<file path="src/rtl/fetch_stage.sv">
// fetch_stage: owns PCF, fetches over a req/ready handshake with one outstanding request,
// and drives the IF/ID register while absorbing stalls, flushes and Execute redirects.
module fetch_stage #(
   parameter int                    DATA_WIDTH = 32,
   parameter logic [DATA_WIDTH-1:0] RESET_PC   = '0,
   parameter logic [DATA_WIDTH-1:0] NOP_INSTR  = 32'h0000_0013
) (
   input  logic                  clk,
   input  logic                  rst_n,
   input  logic                  StallF,
   input  logic                  FlushD,
   input  logic                  PCSrcE,
   input  logic [DATA_WIDTH-1:0] PCTargetE,
   output logic                  imem_req,
   output logic [DATA_WIDTH-1:0] imem_addr,
   input  logic                  imem_ready,
   input  logic [DATA_WIDTH-1:0] imem_rdata,
   output logic [DATA_WIDTH-1:0] InstrD,
   output logic [DATA_WIDTH-1:0] PCD,
   output logic [DATA_WIDTH-1:0] PCPlus4D,
   output logic                  ValidD
);
   typedef enum logic [1:0] {S_FETCH, S_DROP, S_HOLD} state_t;
   state_t r_state, w_state_n;
   logic [DATA_WIDTH-1:0] r_pcf, r_pend, r_hold_instr, r_hold_pc;
   logic [DATA_WIDTH-1:0] r_instr, r_pcd, r_pcp4;
   logic                  r_valid;
   logic [DATA_WIDTH-1:0] w_tgt, w_pcf_n, w_pend_n, w_dlv_instr, w_dlv_pc;
   logic                  w_xfer, w_dlv, w_hold_ld;
   assign w_tgt  = {PCTargetE[DATA_WIDTH-1:2], 2'b00};
   assign w_xfer = imem_req && imem_ready;
   assign InstrD   = r_instr;
   assign PCD      = r_pcd;
   assign PCPlus4D = r_pcp4;
   assign ValidD   = r_valid;

   always_ff @(posedge clk or negedge rst_n)
      if (!rst_n) r_state <= S_FETCH;
      else        r_state <= w_state_n;

   // DROP keeps the stale request on the bus until memory answers, then jumps to the pending target
   always_comb begin
      w_state_n   = r_state;
      w_pcf_n     = r_pcf;
      w_pend_n    = r_pend;
      w_hold_ld   = 1'b0;
      w_dlv       = 1'b0;
      w_dlv_instr = r_hold_instr;
      w_dlv_pc    = r_hold_pc;
      case (r_state)
         S_FETCH:
            if (PCSrcE) begin
               if (imem_ready) w_pcf_n = w_tgt;
               else begin
                  w_pend_n  = w_tgt;
                  w_state_n = S_DROP;
               end
            end else if (w_xfer && !StallF) begin
               w_dlv       = 1'b1;
               w_dlv_instr = imem_rdata;
               w_dlv_pc    = r_pcf;
               w_pcf_n     = r_pcf + DATA_WIDTH'(4);
            end else if (w_xfer) begin
               w_hold_ld = 1'b1;
               w_state_n = S_HOLD;
            end
         S_DROP: begin
            if (PCSrcE) w_pend_n = w_tgt;
            if (imem_ready) begin
               w_pcf_n   = PCSrcE ? w_tgt : r_pend;
               w_state_n = S_FETCH;
            end
         end
         S_HOLD:
            if (PCSrcE) begin
               w_pcf_n   = w_tgt;
               w_state_n = S_FETCH;
            end else if (!StallF) begin
               w_dlv     = 1'b1;
               w_pcf_n   = r_hold_pc + DATA_WIDTH'(4);
               w_state_n = S_FETCH;
            end
         default: w_state_n = S_FETCH;
      endcase
   end

   always_comb begin
      imem_req  = r_state != S_HOLD;
      imem_addr = r_pcf;
   end

   always_ff @(posedge clk or negedge rst_n)
      if (!rst_n) begin
         r_pcf        <= RESET_PC;
         r_pend       <= '0;
         r_hold_instr <= '0;
         r_hold_pc    <= '0;
         r_instr      <= NOP_INSTR;
         r_pcd        <= '0;
         r_pcp4       <= '0;
         r_valid      <= 1'b0;
      end else begin
         r_pcf  <= w_pcf_n;
         r_pend <= w_pend_n;
         if (w_hold_ld) begin
            r_hold_instr <= imem_rdata;
            r_hold_pc    <= r_pcf;
         end
         if (FlushD) begin
            r_instr <= NOP_INSTR;
            r_valid <= 1'b0;
         end else if (!StallF) begin
            r_instr <= w_dlv ? w_dlv_instr : NOP_INSTR;
            r_valid <= w_dlv;
            if (w_dlv) begin
               r_pcd  <= w_dlv_pc;
               r_pcp4 <= w_dlv_pc + DATA_WIDTH'(4);
            end
         end
      end
endmodule

</file>
<file path="config.mk">
export PLATFORM = sky130hd
export DESIGN_NAME = fetch_stage
export DESIGN_NICKNAME = d
export VERILOG_FILES = /design/src/rtl/fetch_stage.sv
export SDC_FILE = /design/constraint.sdc
export NUM_CORES = 1
export LEC_CHECK = 0
export CAP_MARGIN = 20
export CORE_AREA = 4 4 150 152
export CTS_CLUSTER_DIAMETER = 80
export DETAILED_ROUTE_END_ITERATION = 6
export DIE_AREA = 0 0 154 156
export PLACE_DENSITY = 0.92
export SYNTH_ARGS = -nofsm -noshare
export SYNTH_HDL_FRONTEND = slang
export SYNTH_SLANG_ARGS = --single-unit
</file>
<file path="constraint.sdc">
create_clock -name clk -period 4.8 [get_ports clk]
set_input_delay 0.48 -clock clk [delete_from_list [all_inputs] [get_ports clk]]
set_output_delay 0.48 -clock clk [all_outputs]
set_load 0.005 [all_outputs]
</file>
==> results by group, run 1 <==
Timing
  – Final setup fails: 0
  – Final hold slack: just under 0.04 ns
  – Final worst setup slack: 1.18 ns
  – RSZ-0062 raised after global routing: false
  – Setup TNS: 0 ns
  – Final worst path period share: between 70 and 80%
  – Count of final hold-check violations: 0
  – Worst rel slew slack: 31.3%
  – Layout Skew: ~0.0057 ns
  – Fmax: roughly 280 MHz
  – Worst Tran Pin Value: approximately 1.0 ns
  – Slew Viols, Final: 0
  – Final min period: between 3 and 4 ns

Synth
  – Top post-synthesis cells by area: dfrtp_1 (45%), mux2_2 (9.0%), nand2_1 (6.0%), mux2i_1 (4.8%), o21ai_0 (3.5%)
  – EDFF count, synth: 0
  – Syn Inst Count: 1233
  – Post-synth top area share: ~45%
  – YS warnings: 0
  – Synth unique cells: 86
  – Average size of a mapped cell: between 9 and 10 µm²
  – Synth Flop Type: dfrtp_1
  – Syn_nets: approximately 1300
  – Register area share after synthesis: 45.9%
  – Synth area leader: dfrtp_1
  – Post-synth ARST share: 100%
  – Flops & latches, synth: about 230
  – Mapped Area: roughly 12000 µm²

Layout
  – ANT cells: 0
  – Most common cell after layout, fill and taps aside: dfrtp_1
  – Fin cells: between 1500 and 2000
  – Most frequent cells in the layout: dfrtp_1 (222), clkdlybuf4s50_1 (196), nand2_1 (195)
  – Layout cell share with drive strength beyond 1: 14.3%
  – Synthesis-to-finish area growth: 23.2%
  – Final Core Density: just over 70%
  – Nets: ~1500

Critical path
  – CP Capture Type: flop
  – Setup CP Type: reg2reg
  – Slowest stage cell, crit path: o32ai_4
  – Crit path max fanout: 18
  – Critical Path AT: between 3 and 4 ns
  – Worst path bufs/invs: 1
  – Cell Chain, Critical Path: inv_1 -> ha_1 -> and4bb_1 -> nand2_2 -> nand2_1 -> nand2_1 -> ha_1 -> nand3_1 -> o32ai_4 -> nor4b_4 -> xor2_1 -> o21ai_1
  – Delay-heaviest family, CP: simple AND/OR/NAND/NOR gates
  – Startpoint class of the critical path: flop
  – Data required, critical path: about 5.2 ns
  – Critical path's largest stage delay: between 0.4 and 0.5 ns

Clock tree
  – Clock Latency Late Sink: about 0.53 ns
  – Root buf cell: clkbuf_16
  – Clock tree sinks: around 230
  – CTS tree: yes
  – Max Root-Sink Buffers: 3
  – Reg clk slew, reported paths: 0.06 ns
  – Cts hold-fix bufs: 0
  – Post-CTS sizing: 0
  – H-tree Lvls: 1
  – Post-CTS Setup Inserts: 0
  – CTS Buf Count: 25

Global routing
  – Initial antenna violation count: 0
  – Overflow after GRT: 0
  – Largest net degree at the start of global routing: 122
  – First-pass GRT wire length: around 58 mm
  – Total Routing Usage GR: between 20 and 30%
  – Vias in the first global route: between 10000 and 15000

Floorplan
  – Die footprint: about 24000 µm²
  – Die width: 154 µm
  – Die Ht: roughly 160 µm
  – I/O Pins: 200
  – Core ar.: 21000 µm²
  – # rows: 53
  – Starting Density: between 50% and 60%

Pwr
  – VDD IR max: 0.363 mV
  – Pleak: approximately 6.3 nW
  – PD cells: 622 nW/µm²

Routing
  – Via-to-Cell Ratio: between 6 and 7
  – Final wirelength: between 30 and 40 mm
  – DRT Pass-1 Iters: 5
  – Vias post-DR: between 10000 and 15000
  – Antenna-violating nets left: 0
  – DRC: 0
  – Initial drt markers: around 1600
  – Drt wl/cell: ~22 µm

Placement
  – Port buffer count: approximately 200
  – Pre-CTS WS: around 1.1 ns
  – Cell count after placement: roughly 1600
  – HPWL after detailed placement: roughly 25 mm
  – RePlAce Congestion: a little under 1

Run status
  – Outcome: complete, no violations

Hold path
  – Worst min path class: in2async

Flow run
  – Max cap viols: 0
-- power by group --
part | internal (mW) | switching [mW]
registers | 2.68 | 0.926
logic | 1.90 | 1.91
clock network | 1.20 | 0.780
-- final timing paths --
check                                             to                   start  slack (ns)  cells past startpoint
setup / recovery            PCPlus4D[30]$_DFFE_PN0P_  r_state[0]$_DFFE_PN0P_        1.18                     12
hold / removal              PCPlus4D[17]$_DFFE_PN0P_                   rst_n        0.04                      1
setup reg to reg            PCPlus4D[30]$_DFFE_PN0P_  r_state[0]$_DFFE_PN0P_        1.18                     12
hold reg to reg                   PCD[5]$_DFFE_PN0P_      PCD[5]$_DFFE_PN0P_        0.48                      2
max in group asynchronous  r_hold_pc[15]$_DFFE_PN0P_                   rst_n        3.66                      2
min in group clk                  PCD[5]$_DFFE_PN0P_      PCD[5]$_DFFE_PN0P_        0.48                      2
-- per-stage QoR --
step | total power, mW | instance area, µm²
2_1_floorplan | 5.62 | 12300
3_3_place_gp | 7.10 | 14200
3_5_place_dp | 7.31 | 14200
4_1_cts | 9.34 | 15100
5_1_grt | 9.89 | 15100
6_report | 9.40 | 15100
-- cell usage after synthesis (32+ instances only) --
library cell	count
nand2_1	196
o21ai_0	85
mux2_2	98
buf_2	32
nand3_1	38
dfrtp_1	222
nor2_1	46
o21ai_1	41
a21oi_1	43
xor2_1	34
mux2i_1	59
clkbuf_1	42
-- state kept, by name, summed over array words and instances, names as in the netlist --
| signal | flops |
|---|---|
| InstrD | 32 |
| PCD | 32 |
| PCPlus4D | 30 |
| ValidD | 1 |
| imem_addr | 32 |
| r_hold_instr | 32 |
| r_hold_pc | 32 |
| r_pend | 32 |
| r_state | 2 |
-- area by class of cell --
class / count / area, µm²
Sequential cell: 225 / 5630
Timing Repair Buffer: 217 / 2140
Clock inverter: 6 / 95.1
Multi-Input combinational cell: 894 / 6080
Clock buffer: 38 / 764
Inverter: 15 / 56.3
Fill cell: 1444 / 5900
Tap cell: 275 / 344
-- cells by family after synthesis --
group	Yosys count	synth area share, %
AO/OA/AOI/OAI	273	14.2
buffers and inverters	114	4.76
adder cells (fa/ha/maj)	7	0.703
flip-flops	225	45.9
multiplexers	158	13.9
XOR/XNOR	63	4.49
AND/OR/NAND/NOR	393	16.1
-- worst reg2reg max path, delay by kind of cell (launching register included) --
kind / cells / cell delay, ns
AO/OA/AOI/OAI: 2 / 0.55
XOR/XNOR: 1 / 0.17
adder cells (fa/ha/maj): 2 / 0.65
buffers and inverters: 1 / 0.09
flip-flops: 1 / 0.39
AND/OR/NAND/NOR: 6 / 1.62
-- routing by layer --
metal	track usage, %	vias up	wire (µm)
li1	-	4725	-
met3	4.85	101	3570
met5	0	-	0
met4	9.13	0	1100
met2	47.2	669	17000
met1	41.4	5216	14900
Power figures use the tool's default switching activity.
==> run 2: changes to the inputs <==
--- a/config.mk
+++ b/config.mk
@@ -6,11 +6,11 @@
 export NUM_CORES = 1
 export LEC_CHECK = 0
 export CAP_MARGIN = 20
-export CORE_AREA = 4 4 150 152
+export CORE_AREA = 4 4 156 158
 export CTS_CLUSTER_DIAMETER = 80
 export DETAILED_ROUTE_END_ITERATION = 6
-export DIE_AREA = 0 0 154 156
-export PLACE_DENSITY = 0.92
+export DIE_AREA = 0 0 160 162
+export PLACE_DENSITY = 0.86
 export SYNTH_ARGS = -nofsm -noshare
 export SYNTH_HDL_FRONTEND = slang
 export SYNTH_SLANG_ARGS = --single-unit
==> constraint.sdc (replaced) <==
create_clock -name clk -period 3.4 [get_ports clk]
set_input_delay 0.34 -clock clk [delete_from_list [all_inputs] [get_ports clk]]
set_output_delay 0.34 -clock clk [all_outputs]
set_load 0.005 [all_outputs]
==> results by group, run 2 (synthesis results as in run 1) <==
Pwr
  – Switching share of power: 37.5% (-0.89 points)
  – Sw power: 5.06 mW (+40%)
  – Pleak: 6.46 nW (+2.0%)
  – VDD IR max: 0.450 mV (+24%)
  – Design Power: 13.5 mW (+43%)
  – Clock power share: 22.2% (+1.1 points)
  – PD cells: 877 nW/µm² (+41%)
  – Combinational Power Share: 40.3% (-0.2 points)
  – Pint: 8.42 mW (+45%)
  – Register share of total power: 37.5% (-0.9 points)

Critical path
  – Critical path's largest stage delay: 0.53 ns (+0.06 ns)
  – Critical path startpoint: r_state[0]$_DFFE_PN0P_
  – Worst reg2reg startpoint: r_state[0]$_DFFE_PN0P_
  – Cell Chain, Critical Path: inv_1 -> ha_1 -> nand4bb_1 -> nor2_8 -> buf_4 -> mux2i_1 -> nor3_1 -> a211o_1 -> o211ai_1
  – FF-to-FF path depth: 9 (-3)
  – Crit path max fanout: 36 (+18)
  – Setup CP Type: reg2reg
  – Startpoint class of the critical path: flop
  – Slowest stage cell, crit path: mux2i_1
  – Critical Path AT: 3.58 ns (-0.41 ns)
  – Data required, critical path: 3.85 ns (-1.32 ns)
  – CP Capture Type: flop

Global routing
  – Overflow after GRT: 0 (unchanged)
  – Total Routing Usage GR: 27.4% (-2.0 points)
  – Met3 Use GR: 4.72% (-0.13 points)
  – Initial antenna violation count: 0 (unchanged)
  – GRT busiest layer: met2
  – First-pass GRT wire length: 58.1 mm (+0.88%)
  – Grt met1 use: 41.3% (-0.11 points)
  – Largest net degree at the start of global routing: 85 (-30%)
  – Vias in the first global route: 10200 (-3.4%)
  – M2 GR Usage: 41.9% (-5.3 points)

Floorplan
  – Core ar.: 23100 µm² (+10%)
  – Die Ht: 162 µm (+3.8%)
  – # rows: 56 (+5.7%)
  – I/O Pins: 200 (unchanged)
  – Die footprint: 25900 µm² (+7.9%)
  – Die width: 160 µm (+3.9%)
  – Starting Density: 53.1% (-5.3 points)

Timing
  – RSZ-0062 raised after global routing: false
  – Layout Skew: 0.0171 ns (+0.0114 ns)
  – Count of final hold-check violations: 0 (unchanged)
  – Final worst setup slack: 0.266 ns (-0.915 ns)
  – Slew Viols, Final: 0 (unchanged)
  – Setup TNS: 0 ns (unchanged)
  – Final worst path period share: 92.2% (+17 points)
  – Final setup fails: 0 (unchanged)
  – Worst Tran Pin Value: 0.979 ns (-0.0513 ns)
  – Final min period: 3.13 ns (-0.485 ns)
  – Fmax: 319 MHz (+15%)
  – Worst rel slew slack: 33.9% (+2.6 points)

Clock tree
  – CTS tree: yes
  – Max Root-Sink Buffers: 3 (unchanged)
  – Clock Latency Late Sink: 0.53 ns (about the same)
  – Reg clk slew, reported paths: 0.06 ns (about the same)
  – H-tree Lvls: 1 (unchanged)
  – CTS Buf Count: 24 (-4.0%)
  – Root buf cell: clkbuf_16
  – Clock tree sinks: 225 (unchanged)
  – Post-CTS sizing: 0 (unchanged)

Routing
  – Initial drt markers: 1156 (-27%)
  – Drt wl/cell: 21.4 µm (-2.3%)
  – Vias post-DR: 10500 (-2.0%)
  – DRT Pass-1 Iters: 5 (unchanged)
  – Via-to-Cell Ratio: 6.15 (-4.1%)
  – DRC: 0 (unchanged)
  – Antenna-violating nets left: 0 (unchanged)
  – Final wirelength: 36.4 mm (-0.20%)

Layout
  – Final Core Density: 66.5% (-5.4 points)
  – Nets: 1474 (+1.4%)
  – Most frequent cells in the layout: dfrtp_1 (222), clkdlybuf4s50_1 (196), nand2_1 (195)
  – Synthesis-to-finish area growth: 25.2%
  – Layout cell share with drive strength beyond 1: 15.5% (+1.2 points)
  – Most common cell after layout, fill and taps aside: dfrtp_1
  – ANT cells: 0 (unchanged)

Placement
  – Port buffer count: 197 (unchanged)
  – RePlAce Congestion: 0.936 (-3.6%)
  – HPWL after detailed placement: 25.7 mm (+2.4%)
  – Pre-CTS WS: 0.214 ns (-0.901 ns)

Flow run
  – Max cap viols: 0 (unchanged)

Run status
  – Outcome: complete, no violations

Hold path
  – Worst min path class: in2async
## run 2: cell types whose count changed in the layout (fill, tap and decap cells not counted)
| cell | before | now |
|---|---|---|
| buf_12 | 1 | 3 |
| buf_4 | 18 | 37 |
| buf_6 | 1 | 0 |
| bufinv_16 | 2 | 5 |
| clkbuf_8 | 9 | 8 |
| clkinv_2 | 3 | 1 |
| clkinvlp_4 | 0 | 1 |
| dlygate4sd3_1 | 0 | 1 |
| inv_16 | 1 | 0 |
## run 2: power by group through the flow
stage	registers [mW]	logic [mW]	clock network, mW
5_1_grt	5.18	5.93	3.14
3_3_place_gp	4.97	5.21	0
4_1_cts	5.00	5.41	3.03
6_report	5.06	5.43	2.99
3_5_place_dp	5.03	5.36	0
2_1_floorplan	4.54	3.39	0
## run 2: path summary, 6_finish.rpt
check	slack, ns	to
setup / recovery	0.27	PCPlus4D[31]$_DFFE_PN0P_
hold / removal	0.38	PCD[28]$_DFFE_PN0P_
setup reg to reg	0.27	PCPlus4D[31]$_DFFE_PN0P_
hold reg to reg	0.48	PCD[6]$_DFFE_PN0P_
max in group asynchronous	1.86	r_hold_instr[25]$_DFFE_PN0P_
min in group clk	0.38	InstrD[1]$_DFFE_PN1P_
## run 2: per-layer routing
layer  up-vias  part of all wire, %
met3        60                  9.3
met5         -                    0
met2       564                   45
met4         0                  1.8
met1      5113                   44
li1       4758                    -
## run 2: final cells by class
type | count | area (µm²)
Tap cell | 290 | 363
Clock buffer | 37 | 751
Timing Repair Buffer | 238 | 2320
Clock inverter | 7 | 163
Sequential cell | 225 | 5630
Fill cell | 1767 | 7750
Inverter | 15 | 56.3
Multi-Input combinational cell | 894 | 6080
## run 2: critical path, delay by kind of cell, from the launching register on
kind,cells,cell delay (ns)
DFF,1,0.39
and+or+nand+nor,3,0.84
muxes,1,0.53
adders and majority gates,1,0.32
buffers and inverters,2,0.57
AOI/OAI and AO/OA,2,0.39
## run 2: timing repair
action                                  4_1_cts  5_1_grt
endpoints found under the setup margin        0        1
hold buffers                                  1        0
buffers inserted                              0        1
endpoints found under the hold margin        78        0
## run 2: metrics by stage
| step | std cells | hold WS [ns] | cell area, µm² |
|---|---|---|---|
| 2_1_floorplan | 1233 | 0.0444 | 12300 |
| 3_3_place_gp | 1660 | 0.376 | 14400 |
| 3_5_place_dp | 1660 | 0.380 | 14400 |
| 4_1_cts | 1705 | 0.375 | 15400 |
| 5_1_grt | 1706 | 0.428 | 15400 |
| 6_report | 1706 | 0.378 | 15400 |
==> run 3: changes to the inputs <==
--- a/config.mk
+++ b/config.mk
@@ -6,11 +6,12 @@
 export NUM_CORES = 1
 export LEC_CHECK = 0
 export CAP_MARGIN = 20
-export CORE_AREA = 4 4 156 158
+export CORE_AREA = 2 2 154 156
 export CTS_CLUSTER_DIAMETER = 80
 export DETAILED_ROUTE_END_ITERATION = 6
-export DIE_AREA = 0 0 160 162
+export DIE_AREA = 0 0 156 158
 export PLACE_DENSITY = 0.86
+export RECOVER_POWER = 100
 export SYNTH_ARGS = -nofsm -noshare
 export SYNTH_HDL_FRONTEND = slang
 export SYNTH_SLANG_ARGS = --single-unit
==> results by group, run 3 (synthesis results as in run 1) <==
Routing
  – DRT Pass-1 Iters: 5 (unchanged)
  – Vias post-DR: 10600 (+0.78%)
  – Final wirelength: 36.0 mm (-1.3%)
  – Drt wl/cell: 21.1 µm (-1.3%)
  – Antenna-violating nets left: 0 (unchanged)
  – Initial drt markers: 865 (-25%)
  – DRC: 0 (unchanged)
  – Via-to-Cell Ratio: 6.20 (+0.78%)

Global routing
  – Largest net degree at the start of global routing: 114 (+34%)
  – First-pass GRT wire length: 56.9 mm (-2.1%)
  – Initial antenna violation count: 0 (unchanged)
  – Vias in the first global route: 10300 (+0.84%)
  – Total Routing Usage GR: 29.1% (+1.6 points)
  – Overflow after GRT: 0 (unchanged)

Critical path
  – Data required, critical path: 3.81 ns (-0.04 ns)
  – Critical path's largest stage delay: 0.62 ns (+0.09 ns)
  – Setup CP Type: reg2reg
  – CP Capture Type: flop
  – Worst path bufs/invs: 3 (+1)
  – FF-to-FF path depth: 7 (-2)
  – Cell Chain, Critical Path: inv_1 -> ha_1 -> and4bb_1 -> clkbuf_1 -> nand2_1 -> clkbuf_4 -> mux2_2
  – Delay-heaviest family, CP: buffers and inverters
  – Crit path max fanout: 27 (-25%)
  – Slowest stage cell, crit path: nand2_1
  – Startpoint class of the critical path: flop
  – Critical Path AT: 3.61 ns (+0.03 ns)
  – FF-to-FF setup slack: 0.20 ns (-0.07 ns)
  – Worst reg2reg startpoint: r_state[0]$_DFFE_PN0P_
  – Critical path startpoint: r_state[0]$_DFFE_PN0P_
  – Critical path depth: 7 (-2)

Hold path
  – Worst min path class: in2reg
  – WHS Path Cells: 3
  – Hold Path Origin: imem_rdata[1]

Floorplan
  – # rows: 56 (unchanged)
  – Starting Density: 53.3% (+0.16 points)
  – I/O Pins: 200 (unchanged)
  – Die width: 156 µm (-2.5%)
  – Die Ht: 158 µm (-2.5%)
  – Die footprint: 24600 µm² (-4.9%)
  – Core ar.: 23100 µm² (-0.30%)

Clock tree
  – Root buf cell: clkbuf_16
  – Reg clk slew, reported paths: 0.06 ns (about the same)
  – Clock tree sinks: 225 (unchanged)
  – Post-CTS sizing: 0 (unchanged)
  – Post-CTS Setup Inserts: 0 (unchanged)
  – CTS tree: yes
  – H-tree Lvls: 1 (unchanged)
  – CTS Buf Count: 25 (+4.2%)
  – Clock Latency Late Sink: 0.53 ns (about the same)
  – Max Root-Sink Buffers: 3 (unchanged)

Layout
  – Nets: 1474 (unchanged)
  – Most common cell after layout, fill and taps aside: dfrtp_1
  – ANT cells: 0 (unchanged)
  – Most frequent cells in the layout: dfrtp_1 (222), nand2_1 (197), dlygate4sd3_1 (129)
  – Layout cell share with drive strength beyond 1: 14.3% (-1.2 points)
  – Synthesis-to-finish area growth: 23.9%

Pwr
  – VDD IR max: 0.506 mV (+13%)
  – Pleak: 6.60 nW (+2.2%)
  – Design Power: 13.1 mW (-2.9%)
  – PD cells: 861 nW/µm² (-1.8%)

Timing
  – RSZ-0062 raised after global routing: false
  – Final worst path period share: 94.1% (+1.9 points)
  – Final hold slack: 0.370 ns (-0.00714 ns)
  – Count of final hold-check violations: 0 (unchanged)
  – Layout Skew: 0.0159 ns (-0.00112 ns)
  – Final setup fails: 0 (unchanged)
  – Fmax: 313 MHz (-2.1%)
  – Final min period: 3.20 ns (+0.0663 ns)
  – Worst rel slew slack: -7.57% (-41 points)
  – Worst Tran Pin Value: 1.60 ns (+0.620 ns)
  – Setup TNS: 0 ns (unchanged)
  – Slew Viols, Final: 9 (+9)

Run status
  – Failing checks: max-capacitance violations, max-slew violations
  – Outcome: finished with violations

Flow run
  – Max cap viols: 1 (+1)

Placement
  – Port buffer count: 197 (unchanged)
  – HPWL after detailed placement: 25.3 mm (-1.7%)
  – RePlAce Congestion: 0.945 (+0.99%)
[run 3: changes by cell type in the layout (fill, tap and decap cells not counted), moves of 6 or more]
| cell | delta |
|---|---|
| buf_4 | -16 |
| clkbuf_1 | +10 |
| clkbuf_2 | +6 |
| clkdlybuf4s50_1 | -128 |
| dlygate4sd3_1 | +128 |
| o21ai_0 | +32 |
| o21ai_1 | -32 |
[run 3: cell type report]
cell class                 instances  area, µm²
clock buffer                      32        682
clock inverter                    13        208
fill                            1780       7840
inverter                          15       56.3
multi-input combinational        894       6040
sequential                       225       5630
tap                              290        363
timing repair buffer             237       2230
[run 3: path summary, 6_finish.rpt]
kind | endpoint
max | r_hold_instr[18]$_DFFE_PN0P_
min in group asynchronous | PCD[26]$_DFFE_PN0P_
max reg2reg | r_hold_instr[18]$_DFFE_PN0P_
max in group asynchronous | imem_addr[16]$_DFFE_PN0P_
min reg2reg | InstrD[18]$_DFFE_PN0P_
min | InstrD[1]$_DFFE_PN1P_
[run 3: worst register-to-register path, stage by stage, from the launching register on]
cell and delay (ns):
dfrtp_1 0.40, inv_1 0.09, ha_1 0.33, and4bb_1 0.33, clkbuf_1 0.40, nand2_1 0.63
clkbuf_4 0.55, mux2_2 0.36
[run 3: through the flow]
step / area, µm² / setup slack [ns] / utilization [%] / std cells
floorplan: 12300 / 0.241 / - / 1233
global placement: 14400 / 0.247 / 62.6 / 1659
detailed placement: 14400 / 0.154 / 62.6 / 1659
CTS: 15300 / 0.272 / 66.5 / 1705
global route: 15200 / 0.0323 / 66.0 / 1706
finish: 15200 / 0.200 / 66.0 / 1706
[run 3: power by group]
part,leakage (nW),switching (mW),internal [mW]
clock network,0.428,1.13,1.80
registers,2.82,1.24,3.78
logic,3.35,2.65,2.49
total,6.60,5.02,8.08
[run 3: timing repair]
| item | CTS | global route |
|---|---|---|
| endpoints found under the setup margin | 0 | 0 |
| endpoints found under the hold margin | 107 | 0 |
| hold buffers | 1 | 0 |
[run 3: layer usage]
layer	global-route usage [%]	vias to the layer above	part of all wire (%)
li1	-	4790	-
met1	42.2	5142	43
met2	45.3	577	45
met3	4.46	68	9.3
met4	8.61	0	2.4
met5	0	-	0
